**config.mk**
```make
export PLATFORM = sky130hd
export DESIGN_NAME = l1_pmem_arbiter
export DESIGN_NICKNAME = d
export VERILOG_FILES = /design/src/rtl/cache_types_pkg.sv /design/src/rtl/counter.sv /design/src/rtl/l1_pmem_arbiter.sv
export SDC_FILE = /design/constraint.sdc
export NUM_CORES = 1
export LEC_CHECK = 0
export CAP_MARGIN = 0
export CORE_AREA = 2 2 557 559
export DETAILED_ROUTE_END_ITERATION = 6
export DIE_AREA = 0 0 559 561
export SLEW_MARGIN = 20
export SYNTH_ARGS = -nofsm -noshare
export SYNTH_HDL_FRONTEND = slang
export SYNTH_HIERARCHICAL = 1
export SYNTH_SLANG_ARGS = --single-unit
```
**constraint.sdc**
```tcl
create_clock -name clk -period 2.7 [get_ports clk]
set_input_delay 0.54 -clock clk [delete_from_list [all_inputs] [get_ports clk]]
set_output_delay 0.54 -clock clk [all_outputs]
set_load 0.05 [all_outputs]
```
**src/rtl/cache_types_pkg.sv**
```systemverilog
// Shared types and constants for the L1 cache hierarchy: arbiter state,
// requester identifiers and the pmem line/address geometry.
package cache_types_pkg;

    localparam int PMEM_ADDR_WIDTH = 32;
    localparam int PMEM_LINE_WIDTH = 256;

    typedef enum logic [1:0] {
        IDLE    = 2'd0,
        SERVE_I = 2'd1,
        SERVE_D = 2'd2
    } arb_state_e;

    typedef enum logic {
        REQ_I = 1'b0,
        REQ_D = 1'b1
    } req_id_e;

    // On a tie the requester that did not win last time is served.
    function automatic arb_state_e tie_winner(input req_id_e last_grant);
        arb_state_e winner;
        if (last_grant == REQ_I) begin
            winner = SERVE_D;
        end else begin
            winner = SERVE_I;
        end
        return winner;
    endfunction

endpackage

```
**src/rtl/counter.sv**
```systemverilog
// Generic wrapping event counter with synchronous clear (clear wins over enable).
module counter #(
    parameter int WIDTH = 32
) (
    input  logic             clk,
    input  logic             rst_n,
    input  logic             enable,
    input  logic             clear,
    output logic [WIDTH-1:0] out
);

    logic [WIDTH-1:0] count_r;

    // Count register: async reset, clear over increment, natural wrap.
    always_ff @(posedge clk or negedge rst_n) begin
        if (!rst_n) begin
            count_r <= '0;
        end else if (clear) begin
            count_r <= '0;
        end else if (enable) begin
            count_r <= count_r + WIDTH'(1);
        end else begin
            count_r <= count_r;
        end
    end

    assign out = count_r;

endmodule

```
**src/rtl/l1_pmem_arbiter.sv**
```systemverilog
// Round-robin arbiter sharing one pmem port between the L1I and L1D controllers.
// Grant is held from the arbitration cycle until the downstream response or an abort.
module l1_pmem_arbiter
    import cache_types_pkg::*;
#(
    parameter int ADDR_WIDTH = 32,
    parameter int LINE_WIDTH = 256
) (
    input  logic                  clk,
    input  logic                  rst_n,
    input  logic                  i_pmem_read,
    input  logic [ADDR_WIDTH-1:0] i_pmem_address,
    output logic [LINE_WIDTH-1:0] i_pmem_rdata,
    output logic                  i_pmem_resp,
    input  logic                  d_pmem_read,
    input  logic                  d_pmem_write,
    input  logic [ADDR_WIDTH-1:0] d_pmem_address,
    input  logic [LINE_WIDTH-1:0] d_pmem_wdata,
    output logic [LINE_WIDTH-1:0] d_pmem_rdata,
    output logic                  d_pmem_resp,
    output logic                  pmem_read,
    output logic                  pmem_write,
    output logic [ADDR_WIDTH-1:0] pmem_address,
    output logic [LINE_WIDTH-1:0] pmem_wdata,
    input  logic [LINE_WIDTH-1:0] pmem_rdata,
    input  logic                  pmem_resp,
    input  logic                  arb_conflict_clear,
    output logic [31:0]           arb_conflict_count
);

    arb_state_e state_r;
    req_id_e    last_grant_r;
    logic       i_req_s;
    logic       d_req_s;
    logic       conflict_s;

    assign i_req_s    = i_pmem_read;
    assign d_req_s    = d_pmem_read | d_pmem_write;
    assign conflict_s = (state_r == IDLE) & i_req_s & d_req_s;

    // Arbitration FSM and round-robin history.
    always_ff @(posedge clk or negedge rst_n) begin
        if (!rst_n) begin
            state_r      <= IDLE;
            last_grant_r <= REQ_I;
        end else begin
            case (state_r)
                IDLE: begin
                    if (i_req_s && d_req_s) begin
                        state_r <= tie_winner(last_grant_r);
                    end else if (d_req_s) begin
                        state_r <= SERVE_D;
                    end else if (i_req_s) begin
                        state_r <= SERVE_I;
                    end else begin
                        state_r <= IDLE;
                    end
                end
                SERVE_I: begin
                    // A response completes the transaction even if the strobe drops with it.
                    if (pmem_resp) begin
                        state_r      <= IDLE;
                        last_grant_r <= REQ_I;
                    end else if (!i_req_s) begin
                        state_r <= IDLE;
                    end else begin
                        state_r <= SERVE_I;
                    end
                end
                SERVE_D: begin
                    if (pmem_resp) begin
                        state_r      <= IDLE;
                        last_grant_r <= REQ_D;
                    end else if (!d_req_s) begin
                        state_r <= IDLE;
                    end else begin
                        state_r <= SERVE_D;
                    end
                end
                default: begin
                    state_r <= IDLE;
                end
            endcase
        end
    end

    // Downstream and response mux driven by the registered grant.
    always_comb begin
        pmem_read    = 1'b0;
        pmem_write   = 1'b0;
        pmem_address = '0;
        pmem_wdata   = '0;
        i_pmem_resp  = 1'b0;
        d_pmem_resp  = 1'b0;
        case (state_r)
            SERVE_I: begin
                pmem_read    = i_pmem_read;
                pmem_address = i_pmem_address;
                i_pmem_resp  = pmem_resp;
            end
            SERVE_D: begin
                pmem_read    = d_pmem_read;
                pmem_write   = d_pmem_write & ~d_pmem_read;
                pmem_address = d_pmem_address;
                pmem_wdata   = d_pmem_wdata;
                d_pmem_resp  = pmem_resp;
            end
            default: begin
                pmem_read = 1'b0;
            end
        endcase
    end

    // Read data fans out unqualified; only the resp pulse marks it valid.
    assign i_pmem_rdata = pmem_rdata;
    assign d_pmem_rdata = pmem_rdata;

    counter #(
        .WIDTH(32)
    ) u_conflict_cnt (
        .clk    (clk),
        .rst_n  (rst_n),
        .enable (conflict_s),
        .clear  (arb_conflict_clear),
        .out    (arb_conflict_count)
    );

endmodule

```
==> Flow_metrics.wiki <==
{| class="wikitable"
! Metric !! Value
|-
| Starting utilization of the core area || 2.60%
|-
| Normalized max-slew margin || 42.5%
|-
| Post-Synthesis Cell Area || 8010 um^2
|-
| First-pass GRT wire length || 256 mm
|-
| Kind of capture point of the worst setup path || output pin
|-
| Detailed-routing iteration count for the pre-antenna-repair pass || 5
|-
| Filler cell count || 36,001
|-
| Minimum setup slack among reg-to-reg paths || approximately 0.12 ns
|-
| Global-route congestion overflow total || 0
|-
| Worst-case clock skew || 0.00578 ns
|-
| Unique masters post-synth || 37
|-
| Data required time of the critical path || approximately 2.2 ns
|-
| Final setup viols || 0
|-
| Final routed wirelength across all metal layers || 234 mm
|-
| Maximum level of the CTS H-tree || 2
|-
| Latest clock arrival within the worst-skew pair || between 0.2 and 0.3 ns
|-
| Max-cap viol count || 0
|-
| Net Count, Synth || 1,663
|-
| Setup slack at placement || -0.229 ns
|-
| Row Count || 204
|-
| Final Cycle Share || 97.9%
|-
| PwrDens || 829 nW/um^2
|-
| Final Max Tran Viols || 0
|-
| Vertical die dimension || 561 um
|-
| Pin count of the biggest net entering global routing || 72
|-
| Detailed-route vias per instance || 1.67
|-
| Net count, final || 1,781
|-
| Max Fclk || between 300 and 400 MHz
|-
| Mean instance size in the synthesized netlist || between 7 and 8 um^2
|-
| Number of hold-slack violations in the final timing report || 0
|-
| Total GRT Usage || 14.4%
|-
| Post-detailed-placement half-perimeter wirelength || 226 mm
|-
| Kind of critical path || register to output pin
|-
| Data arrival time of the worst path || 2.10 ns
|-
| Clock buffers created by TritonCTS || 5
|-
| CTS Root Buffer Type || sky130_fd_sc_hd__clkbuf_16
|-
| CTS sink count || 35
|-
| Seq. cell area || a little under 900 um^2
|-
| Area of the die || 314,000 um^2
|-
| Status || completed
|-
| Longest Clk Path Bufs || 2
|-
| Layout Utilization || 6.15%
|-
| Gate count of the mapped netlist || 1,075
|-
| Global placement routability congestion || 0.919
|-
| IR Drop Worst-Case VDD || 324 uV
|-
| Die X || 559 um
|-
| End of the worst register-to-register path || u_conflict_cnt/out[27]$_DFFE_PN0P_
|-
| Syn-to-layout area delta || 136%
|-
| Start point of the critical path || state_r[0]$_DFF_PN0_
|-
| R2r worst-path depth || 10
|-
| CP Cell Sequence || inv_1 > ha_4 > buf_12 > a22oi_1 > nor2b_1 > buf_12
|-
| Num ports || ~1,400
|-
| Leakage Power || 5.67 nW
|-
| Initial antenna violation count || 179
|-
| Class of the tightest hold or removal check || primary input to async pin
|-
| Most frequent standard cell in the layout excluding fill and tap cells || sky130_fd_sc_hd__clkdlybuf4s50_1
|-
| Fraction of layout cells with a size suffix above 1 || 30.7%
|-
| Core area || 308,000 um^2
|-
| Post CTS Setup Buffer Count || 0
|-
| Post-synthesis sequential area ratio || 10.9%
|-
| Count of port buffers added during placement || 650
|-
| Clock transition at path regs || about 0.06 ns
|-
| Worst-margin pin slew || 0.862 ns
|-
| Most frequent cell on the critical path || sky130_fd_sc_hd__buf_12
|-
| Critical register-to-register path startpoint || state_r[0]$_DFF_PN0_
|-
| Startpoint type of the worst setup path || register
|-
| Unrepaired setup endpoints after global routing || false
|-
| DRC errors left || 0
|-
| Time the final worst path needs with I/O delays and setup || 2.64 ns
|-
| Via total after detailed routing || about 8,900
|-
| Average wire per standard cell || 43.7 um
|-
| Worst-path maximum fanout || 46
|-
| Library cell contributing the largest single delay on the critical path || sky130_fd_sc_hd__dfrtp_1
|-
| Leading cell types in the layout, fill and taps excluded || sky130_fd_sc_hd__clkdlybuf4s50_1, sky130_fd_sc_hd__buf_12, sky130_fd_sc_hd__and2_1, sky130_fd_sc_hd__buf_4, sky130_fd_sc_hd__dfrtp_1
|-
| Least setup slack across all paths after layout || slightly below 0.06 ns
|-
| Area taken by multi-input logic gates || 3020 um^2
|-
| Largest stage delay on the critical path || 0.40 ns
|-
| Count of synthesis-stage warnings from yosys || 6
|-
| Detail Route Antenna Nets || 0
|-
| CTS tree || done
|-
| Number of global-route vias before repair || about 8,400
|-
| Register bit count reported by yosys || 35
|-
| Iteration-0 DRC Markers || 492
|}
## stage by stage
stage	power, mW	TNS (ns)	instances	area (um^2)	hold WS [ns]
after floorplan	8.52	0	1075	8010	0.244
after global placement	15.4	-1.97	5306	18700	0.508
after detailed placement	15.4	-2.49	5306	18700	0.503
after CTS	16.1	0	5314	18800	0.394
after global routing	16.3	0	5323	18900	0.436
final	15.7	0	5339	18900	0.362
## critical path: cells and delay by family (launching register included)
family,cells,cell delay [ns]
AOI/OAI and AO/OA,1,0.23
adders and majority gates,1,0.26
buffers and inverters,3,0.55
DFF,1,0.40
and+or+nand+nor,1,0.25
## Yosys cell counts (all sizes together)
master	count	area, um^2
inv	10	37.5
clkbuf	23	101
dfrtp	35	876
o211a	1	10.0
nor2	15	56.3
a21o	1	7.51
nand2	17	63.8
ha	5	62.6
or3b	1	8.76
o21ai	8	40.0
mux2i	1	10.0
o31ai	12	90.1
and4	4	35.0
nand3b	1	7.51
or4	13	97.6
nand4	6	52.6
o211ai	1	7.51
nor4	4	25.0
nand3	6	30.0
xor2	4	35.0
a21oi	20	100
a311oi	1	15.0
nor3	2	10.0
or3	9	56.3
xnor2	7	61.3
a21bo	1	10.0
a211oi	1	7.51
a22oi	33	248
and2	257	1610
o2111ai	1	26.3
nand2b	2	12.5
buf	540	4000
nor2b	33	206
## where the power goes
group / total [mW] / internal (mW) / switching [mW]
combinational: 14.5 / 5.68 / 8.77
clock: 0.628 / 0.393 / 0.235
sequential: 0.584 / 0.552 / 0.0320
total: 15.7 / 6.63 / 9.04
## sequential cells by signal, summed over array words and instances, names as in the netlist
| register | count |
|---|---|
| last_grant_r | 1 |
| state_r | 2 |
| u_conflict_cnt/out | 32 |
## routing by layer
metal  vias to the layer above  part of all wire, %  global-route usage (%)
met2                      1663                   39                    20.1
li1                       3150                    -                       -
met1                      3556                   19                    7.92
met5                         -                 0.37                   0.828
met3                       418                   39                    25.8
met4                       116                  3.0                    3.50
## cells by family (layout without fill, tap and decap cells)
kind of cell | after synthesis | in the layout | share of synthesized area (%)
xor gates and xnor gates | 11 | 11 | 1.20
adders and majority gates | 5 | 5 | 0.781
buffers and inverters | 573 | 692 | 51.6
muxes | 1 | 1 | 0.125
DFF | 35 | 35 | 10.9
and+or+nand+nor | 370 | 370 | 28.3
other | 0 | 25 | 0
AOI/OAI and AO/OA | 80 | 80 | 7.01
## area by class of cell
type | instances | share of cell area, %
Clock inverter | 1 | 0.0397
Sequential cell | 35 | 4.63
Clock buffer | 7 | 0.808
Antenna cell | 25 | 0.331
Inverter | 10 | 0.199
Multi-Input combinational cell | 467 | 16.0
Timing Repair Buffer | 674 | 50.7
Tap cell | 4120 | 27.3
## repair_timing
item	in CTS	in global routing
hold buffers	0	0
endpoints found under the setup margin	0	7
gates resized for setup	0	2
## worst max-delay path by stage
stage / endpoint / cells past startpoint / slack, ns
final: pmem_address[15] / 6 / 0.06
after global routing: u_conflict_cnt/out[25]$_DFFE_PN0P_ / 9 / 0.003
after CTS: pmem_address[15] / 6 / 0.03
after detailed placement: u_conflict_cnt/out[27]$_DFFE_PN0P_ / 9 / -0.23
after global placement: u_conflict_cnt/out[27]$_DFFE_PN0P_ / 9 / -0.20
after floorplan: u_conflict_cnt/out[31]$_DFFE_PN0P_ / 10 / 0.40
No activity file was read; power rests on OpenSTA's default activity.
